`config.mk`:
```
export PLATFORM = sky130hd
export DESIGN_NAME = can_tx_frame_serializer
export DESIGN_NICKNAME = d
export VERILOG_FILES = /design/src/rtl/can_tx_frame_serializer.sv
export SDC_FILE = /design/constraint.sdc
export NUM_CORES = 1
export LEC_CHECK = 0
export BUFFER_PORTS_ARGS = -buffer_cell sky130_fd_sc_hd__clkbuf_2
export CELL_PAD_IN_SITES_DETAIL_PLACEMENT = 1
export CELL_PAD_IN_SITES_GLOBAL_PLACEMENT = 2
export CORE_UTILIZATION = 37
export CTS_BUF_LIST = sky130_fd_sc_hd__clkbuf_4
export DETAILED_ROUTE_END_ITERATION = 8
export PLACE_DENSITY = 0.89
export SLEW_MARGIN = 25
export SYNTH_ARGS = -nofsm -noshare
export SYNTH_HDL_FRONTEND = slang
export SYNTH_SLANG_ARGS = --single-unit
```
`constraint.sdc`:
```
create_clock -name clk_i -period 16 [get_ports clk_i]
set_input_delay 3.2 -clock clk_i [delete_from_list [all_inputs] [get_ports clk_i]]
set_output_delay 3.2 -clock clk_i [all_outputs]
set_load 0.05 [all_outputs]
```
`src/rtl/can_tx_frame_serializer.sv`:
```
// CAN 2.0A/B transmit serializer: SOF..EOF with bit stuffing, CRC-15, arbitration and ACK monitoring.
// Optional macro CAN_TX_AUTO_RETX_EN keeps the latched frame and retries after a failed attempt.
module can_tx_frame_serializer #(
  parameter int EOF_BITS  = 7,
  parameter int STUFF_LEN = 5
) (
  input  logic        clk_i,
  input  logic        rst_i,
  input  logic        tx_point_i,
  input  logic        sample_point_i,
  input  logic        rx_bit_i,
  input  logic        bus_idle_i,
  input  logic        tx_req_i,
  input  logic        ide_i,
  input  logic        rtr_i,
  input  logic [28:0] id_i,
  input  logic [3:0]  dlc_i,
  input  logic [63:0] data_i,
  output logic        tx_o,
  output logic        busy_o,
  output logic        tx_start_o,
  output logic        tx_done_o,
  output logic        arb_lost_o,
  output logic        bit_err_o,
  output logic        ack_err_o
);

  // Encoding order matters: SOF..CRC is a contiguous range (stuffed region).
  localparam logic [3:0] S_IDLE     = 4'd0;
  localparam logic [3:0] S_SOF      = 4'd1;
  localparam logic [3:0] S_ID_A     = 4'd2;
  localparam logic [3:0] S_SRR      = 4'd3;
  localparam logic [3:0] S_IDE      = 4'd4;
  localparam logic [3:0] S_ID_B     = 4'd5;
  localparam logic [3:0] S_RTR      = 4'd6;
  localparam logic [3:0] S_R1       = 4'd7;
  localparam logic [3:0] S_R0       = 4'd8;
  localparam logic [3:0] S_DLC      = 4'd9;
  localparam logic [3:0] S_DATA     = 4'd10;
  localparam logic [3:0] S_CRC      = 4'd11;
  localparam logic [3:0] S_CRC_DEL  = 4'd12;
  localparam logic [3:0] S_ACK_SLOT = 4'd13;
  localparam logic [3:0] S_ACK_DEL  = 4'd14;
  localparam logic [3:0] S_EOF      = 4'd15;

  logic [3:0]  st_q, st_n;
  logic [6:0]  cnt_q, cnt_n;
  logic [3:0]  run_q, run_n;
  logic        last_q, last_n;
  logic [14:0] crc_q, crc_n;
  logic        stuff_q, tx_q;
  logic        ide_q, rtr_q;
  logic [28:0] id_q;
  logic [3:0]  dlc_q;
  logic [63:0] data_q;
  logic        err_arb, err_bit, err_ack, done;
  logic        in_arb, in_stuff, crc_en, mismatch;
  logic [6:0]  data_bits;
  logic        stuff_pend, next_bit;
  logic        start, restart;
  logic        tx_start_q, tx_done_q, arb_lost_q, bit_err_q, ack_err_q;
  logic [4:0]  idx_a, idx_b;
  logic [5:0]  idx_d;
  logic [3:0]  idx_c;
  logic [1:0]  idx_l;

  assign data_bits = (rtr_q || dlc_q == 4'd0) ? 7'd0 :
                     (dlc_q > 4'd8) ? 7'd64 : {dlc_q, 3'b000};

  always_comb begin
    st_n    = st_q;
    cnt_n   = cnt_q;
    run_n   = run_q;
    last_n  = last_q;
    crc_n   = crc_q;
    err_arb = 1'b0;
    err_bit = 1'b0;
    err_ack = 1'b0;
    done    = 1'b0;
    mismatch = rx_bit_i != tx_q;
    in_arb   = (st_q == S_ID_A) || (st_q == S_SRR) || (st_q == S_IDE) ||
               (st_q == S_ID_B) || (st_q == S_RTR);
    in_stuff = (st_q >= S_SOF) && (st_q <= S_CRC);
    crc_en   = in_stuff && (st_q != S_CRC);

    if (sample_point_i && st_q != S_IDLE) begin
      if (stuff_q) begin
        if (mismatch) begin
          err_bit = 1'b1;
        end else begin
          run_n  = 4'd1;
          last_n = tx_q;
        end
      end else if (st_q == S_ACK_SLOT) begin
        err_ack = rx_bit_i;
      end else if (mismatch) begin
        if (in_arb && tx_q) err_arb = 1'b1;
        else                err_bit = 1'b1;
      end

      if (!stuff_q && !err_arb && !err_bit && !err_ack) begin
        if (in_stuff) begin
          run_n  = (tx_q == last_q) ? run_q + 4'd1 : 4'd1;
          last_n = tx_q;
        end
        if (crc_en)
          crc_n = {crc_q[13:0], 1'b0} ^ ((tx_q ^ crc_q[14]) ? 15'h4599 : 15'h0000);
        cnt_n = cnt_q + 7'd1;
        case (st_q)
          S_SOF:      st_n = S_ID_A;
          S_ID_A:     if (cnt_q == 7'd10) st_n = ide_q ? S_SRR : S_RTR;
          S_SRR:      st_n = S_IDE;
          S_IDE:      st_n = ide_q ? S_ID_B : S_R0;
          S_ID_B:     if (cnt_q == 7'd17) st_n = S_RTR;
          S_RTR:      st_n = ide_q ? S_R1 : S_IDE;
          S_R1:       st_n = S_R0;
          S_R0:       st_n = S_DLC;
          S_DLC:      if (cnt_q == 7'd3) st_n = (data_bits == 7'd0) ? S_CRC : S_DATA;
          S_DATA:     if (cnt_q == data_bits - 7'd1) st_n = S_CRC;
          S_CRC:      if (cnt_q == 7'd14) st_n = S_CRC_DEL;
          S_CRC_DEL: begin
            st_n  = S_ACK_SLOT;
            run_n = 4'd0;
          end
          S_ACK_SLOT: st_n = S_ACK_DEL;
          S_ACK_DEL:  st_n = S_EOF;
          S_EOF: if (cnt_q == 7'(EOF_BITS - 1)) begin
            st_n = S_IDLE;
            done = 1'b1;
          end
          default:    st_n = S_IDLE;
        endcase
        if (st_n != st_q) cnt_n = 7'd0;
      end
      if (err_arb || err_bit || err_ack) st_n = S_IDLE;
    end

    // Next driven bit is derived from post-sample state so a coincident sample wins.
    idx_a = 5'd28 - cnt_n[4:0];
    idx_b = 5'd17 - cnt_n[4:0];
    idx_d = 6'd63 - cnt_n[5:0];
    idx_c = 4'd14 - cnt_n[3:0];
    idx_l = 2'd3 - cnt_n[1:0];
    stuff_pend = run_n == 4'(STUFF_LEN);
    case (st_n)
      S_SOF:  next_bit = 1'b0;
      S_ID_A: next_bit = id_q[idx_a];
      S_IDE:  next_bit = ide_q;
      S_ID_B: next_bit = id_q[idx_b];
      S_RTR:  next_bit = rtr_q;
      S_R1:   next_bit = 1'b0;
      S_R0:   next_bit = 1'b0;
      S_DLC:  next_bit = dlc_q[idx_l];
      S_DATA: next_bit = data_q[idx_d];
      S_CRC:  next_bit = crc_n[idx_c];
      default: next_bit = 1'b1;
    endcase
    if (stuff_pend) next_bit = ~last_n;
  end

`ifdef CAN_TX_AUTO_RETX_EN
  logic pend_q;
  assign start   = ~pend_q & tx_req_i & bus_idle_i;
  assign restart = pend_q & bus_idle_i;
  assign busy_o  = (st_q != S_IDLE) | pend_q;
`else
  assign start   = tx_req_i & bus_idle_i;
  assign restart = 1'b0;
  assign busy_o  = st_q != S_IDLE;
`endif

  always_ff @(posedge clk_i) begin
    if (rst_i) begin
      st_q       <= S_IDLE;
      cnt_q      <= 7'd0;
      run_q      <= 4'd0;
      last_q     <= 1'b1;
      crc_q      <= 15'd0;
      stuff_q    <= 1'b0;
      tx_q       <= 1'b1;
      ide_q      <= 1'b0;
      rtr_q      <= 1'b0;
      id_q       <= 29'd0;
      dlc_q      <= 4'd0;
      data_q     <= 64'd0;
      tx_start_q <= 1'b0;
      tx_done_q  <= 1'b0;
      arb_lost_q <= 1'b0;
      bit_err_q  <= 1'b0;
      ack_err_q  <= 1'b0;
`ifdef CAN_TX_AUTO_RETX_EN
      pend_q     <= 1'b0;
`endif
    end else begin
      tx_start_q <= 1'b0;
      tx_done_q  <= 1'b0;
      arb_lost_q <= 1'b0;
      bit_err_q  <= 1'b0;
      ack_err_q  <= 1'b0;
      st_q       <= st_n;
      cnt_q      <= cnt_n;
      run_q      <= run_n;
      last_q     <= last_n;
      crc_q      <= crc_n;
      if (err_arb || err_bit || err_ack) begin
        tx_q       <= 1'b1;
        stuff_q    <= 1'b0;
        arb_lost_q <= err_arb;
        bit_err_q  <= err_bit;
        ack_err_q  <= err_ack;
      end else if (done) begin
        tx_done_q <= 1'b1;
`ifdef CAN_TX_AUTO_RETX_EN
        pend_q    <= 1'b0;
`endif
      end else if (tx_point_i) begin
        if (st_q == S_IDLE) begin
          if (start || restart) begin
            st_q    <= S_SOF;
            cnt_q   <= 7'd0;
            run_q   <= 4'd0;
            last_q  <= 1'b1;
            crc_q   <= 15'd0;
            stuff_q <= 1'b0;
            tx_q    <= 1'b0;
            if (start) begin
              ide_q      <= ide_i;
              rtr_q      <= rtr_i;
              id_q       <= id_i;
              dlc_q      <= dlc_i;
              data_q     <= data_i;
              tx_start_q <= 1'b1;
`ifdef CAN_TX_AUTO_RETX_EN
              pend_q     <= 1'b1;
`endif
            end
          end
        end else begin
          tx_q    <= next_bit;
          stuff_q <= stuff_pend;
        end
      end
    end
  end

  assign tx_o       = tx_q;
  assign tx_start_o = tx_start_q;
  assign tx_done_o  = tx_done_q;
  assign arb_lost_o = arb_lost_q;
  assign bit_err_o  = bit_err_q;
  assign ack_err_o  = ack_err_q;

endmodule

```
==> impl_results.md <==
* Number of levels in the clock H-tree at 4
* Sequential group share of total power at 52.8%
* Transition time of the tightest slew-check pin at 0.985 ns
* Worst min-delay path class: flip-flop to flip-flop
* Critical Path Start: rx_bit_i
* Met1 demand-to-capacity share in global routing at 29.8%
* Data arrival at the endpoint of the critical path at 8.66 ns
* Endpoints failing setup at 0
* Synthesized flop and latch total at 137
* Worst path cell trace: clkbuf_2 -> or3b_2 -> o21bai_1 -> and3_1 -> nand2_1 -> a211o_1 -> o21ai_4 -> buf_4 -> inv_4 -> ha_1 -> inv_1 -> nand2_1 -> a21oi_1 -> mux2_2 -> nor3_1 -> mux2i_1 -> mux2_2 -> o22ai_1 -> a211oi_2 -> a31oi_1
* Crit share post-route at 51.0%
* Clock tree from TritonCTS: done
* Count of unique library cells instantiated by Yosys at 82
* Post-synthesis average cell area at 7.56 sq um
* Library cell contributing the largest single delay on the critical path: sky130_fd_sc_hd__nand2_1
* Vert. Die Dim at 150 um
* Worst path required time at 16.50 ns
* Clock sink total at 137
* Clock skew after layout at 0.0235 ns
* Die Wd at 150 um
* Total global routing track utilization at 22.5%
* Total via count in the routed design at 7,858
* CTS Buf Count at 17
* Pin count of the biggest net entering global routing at 101
* Aggregate global routing overflow at 0
* Initial core utilization at 38.0%
* Share of synthesized flip-flops with an asynchronous set or reset at 0%
* Syn nets at 1,186
* Outcome: finished, final reports clean
* Clock root cell: sky130_fd_sc_hd__clkbuf_4
* Number of vias per cell at 5.54
* Area delta synth->final at 11.8%
* Total negative setup slack at 0 ns
* Clock latency reported for the late side of the worst-skew pair at 0.58 ns
* Synth Cell Area at 8070 sq um
* Kind of capture point of the worst setup path: flip-flop
* Net switching power at 0.000211 W
* Unrepaired setup endpoints after global routing: no
* Placer Congestion at 0.832
* Ports at 113
* Crit Path Category: input pin to flip-flop
* Remaining DRCs at 0
* Filler cell count at 2,681
* Site Rows at 53
* Detailed placement HPWL at 17,400 um
* Switching Fraction at 31.2%
* Static Leak at 3.40 nW
* IR Drop Worst-Case VDD at 36.4 uV
* Wirelength per Cell at 17.3 um
* GR peak layer: met2
* Routed wire length at 24,600 um
* Instance count of the mapped netlist at 1,068
* Core utilization of the finished layout at 42.5%
* Number of setup buffers added after CTS at 0
* Final count of hold timing violations at 0
* Sequential-to-total area share from yosys stat at 34.0%
* Share of post-route cells with drive strength above 1 at 16.4%
* Total number of yosys warnings at 0
* RR Startpoint: cnt_q[0]
* Number of slew-limit violations in the final report at 0
* Areal power density over the cells at 74.8 nW/um^2
* Met3 Use GR at 3.29%
* Area of the core region at 21,200 sq um
* Tmin final at 8.17 ns
* Internal Dissipation at 0.000464 W
* Clock tree buffer depth at 2
* GRT met2 Usage at 37.7%
* Max cap viols at 0
* Max-slew headroom at 34.3%
* CTS-repair resized insts at 0
* Combinational share of power at 10.2%
* Area of the die at 22,400 sq um
* Clock-pin slew on the worst setup and hold paths at 0.13 ns
* Antenna violations before repair at 1
* TritonRoute pass-1 iters at 5
* Number of hold buffers added after CTS at 0
* Number of global-route vias before repair at 7,801
* Post-synth EDFFs at 0
* Number of nets in the final layout at 1,248
* Number of buffer cells added on primary ports at 112
* Clock share of power at 36.9%
* Global-route wire length before repair at 40,100 um
* Initial DRC count at 459
* Max Freq at 122 MHz
* Maximum cell stage delay along the critical path at 0.67 ns
* Most used flip-flop cell after synthesis: sky130_fd_sc_hd__dfxtp_1
* Kind of start point of the critical path: input pin
* Number of antenna-violating nets in the routed design at 0
* CP Max Fanout at 53
* Worst hold start: data_q[57]
metal layers:
| metal | up-vias | wire length, um |
|---|---|---|
| met1 | 3775 | 11800 |
| met2 | 163 | 11600 |
| met3 | 31 | 717 |
| met5 | - | 0 |
| li1 | 3889 | - |
| met4 | 0 | 417 |
per-stage QoR:
stage	hold WS, ns	setup slack, ns	cells	total power (W)	instance area [sq um]
final	0.464	7.83	1419	0.000675	9030
after global routing	0.486	7.47	1419	0.000705	9030
after CTS	0.468	7.87	1418	0.000681	9030
after detailed placement	0.449	7.25	1386	0.000433	8720
after global placement	0.441	7.48	1386	0.000432	8720
after floorplan	0.436	8.89	1068	0.000406	8070
layout make-up:
cell class / count / area, sq um / share of cell area, %
Multi-Input combinational cell: 834 / 4920 / 54.5
Clock buffer: 17 / 128 / 1.41
Antenna cell: 1 / 2.50 / 0.0277
Tap cell: 275 / 344 / 3.81
Clock inverter: 15 / 180 / 2.00
Sequential cell: 137 / 2740 / 30.4
Timing Repair Buffer: 122 / 638 / 7.07
Inverter: 18 / 70.1 / 0.776
worst max-delay path: cells and delay by family:
kind            cells  cell delay (ns)
simple gates        5             1.95
buf+inv             4             1.14
mux                 3             0.71
compound gates      7             1.17
fa+ha+maj           1             0.43
cells in the mapped netlist (6+ instances only):
cell	count	area, sq um
sky130_fd_sc_hd__dfxtp_1	137	2740
sky130_fd_sc_hd__xor2_1	15	131
sky130_fd_sc_hd__a32oi_1	6	52.6
sky130_fd_sc_hd__a31oi_1	9	56.3
sky130_fd_sc_hd__nor2_1	73	274
sky130_fd_sc_hd__nand2b_1	7	43.8
sky130_fd_sc_hd__nor3_1	21	105
sky130_fd_sc_hd__a21oi_1	144	721
sky130_fd_sc_hd__clkbuf_1	62	233
sky130_fd_sc_hd__nand3_1	16	80.1
sky130_fd_sc_hd__ha_1	12	150
sky130_fd_sc_hd__nand2_1	268	1010
sky130_fd_sc_hd__xnor2_1	11	96.3
sky130_fd_sc_hd__and2_1	11	68.8
sky130_fd_sc_hd__nand4_1	6	37.5
sky130_fd_sc_hd__o211ai_1	11	82.6
sky130_fd_sc_hd__nor2b_1	7	43.8
sky130_fd_sc_hd__mux2i_1	43	430
sky130_fd_sc_hd__mux2_2	9	101
sky130_fd_sc_hd__nor4_1	6	37.5
sky130_fd_sc_hd__or3_1	11	68.8
sky130_fd_sc_hd__o21ai_0	23	115
sky130_fd_sc_hd__inv_1	16	60.1
logic make-up (layout without fill, tap and decap cells):
kind of cell / Yosys count / in the layout / synth area share, %
other: 0 / 1 / 0
adder cells (fa/ha/maj): 12 / 12 / 1.86
AND/OR/NAND/NOR: 458 / 458 / 25.1
XOR/XNOR: 27 / 27 / 3.02
multiplexers: 60 / 60 / 8.91
AO/OA/AOI/OAI: 277 / 277 / 21.9
flip-flops: 137 / 137 / 34.0
buffers and inverters: 97 / 172 / 5.22
state kept, by name, summed over array words and instances (netlist names):
register,flops
tx_o,1
dlc_q,4
id_q,29
stuff_q,1
ack_err_o,1
rtr_q,1
run_q,4
tx_done_o,1
data_q,64
crc_q,15
tx_start_o,1
arb_lost_o,1
cnt_q,7
st_q,4
last_q,1
ide_q,1
bit_err_o,1
power groups by stage:
| stage | clock network [W] | logic, W | registers [W] |
|---|---|---|---|
| 6_report | 0.000249 | 0.0000691 | 0.000357 |
| 5_1_grt | 0.000271 | 0.0000770 | 0.000358 |
| 4_1_cts | 0.000255 | 0.0000697 | 0.000357 |
| 3_5_place_dp | 0 | 0.0000694 | 0.000364 |
| 3_3_place_gp | 0 | 0.0000682 | 0.000364 |
| 2_1_floorplan | 0 | 0.0000434 | 0.000362 |
worst paths after layout:
check                to  cells after the start  slack (ns)
max                tx_o                     20        7.83
min          data_q[57]                      2        0.46
max reg2reg        tx_o                     22        9.54
min reg2reg  data_q[57]                      2        0.46
cell usage in the layout, fill, tap and decap left out, types with 7 or more instances in the layout:
cell,instances
sky130_fd_sc_hd__nand2_1,268
sky130_fd_sc_hd__a21oi_1,144
sky130_fd_sc_hd__dfxtp_1,137
sky130_fd_sc_hd__clkbuf_2,111
sky130_fd_sc_hd__nor2_1,72
sky130_fd_sc_hd__mux2i_1,43
sky130_fd_sc_hd__o21ai_0,23
sky130_fd_sc_hd__nor3_1,21
sky130_fd_sc_hd__clkbuf_4,17
sky130_fd_sc_hd__nand3_1,16
sky130_fd_sc_hd__inv_1,16
sky130_fd_sc_hd__xor2_1,15
sky130_fd_sc_hd__ha_1,12
sky130_fd_sc_hd__xnor2_1,11
sky130_fd_sc_hd__o211ai_1,11
sky130_fd_sc_hd__and2_1,11
sky130_fd_sc_hd__buf_4,11
sky130_fd_sc_hd__or3_1,10
sky130_fd_sc_hd__a31oi_1,9
sky130_fd_sc_hd__mux2_2,9
sky130_fd_sc_hd__nor2b_1,7
Note: power is estimated with default switching activity, not from simulation.
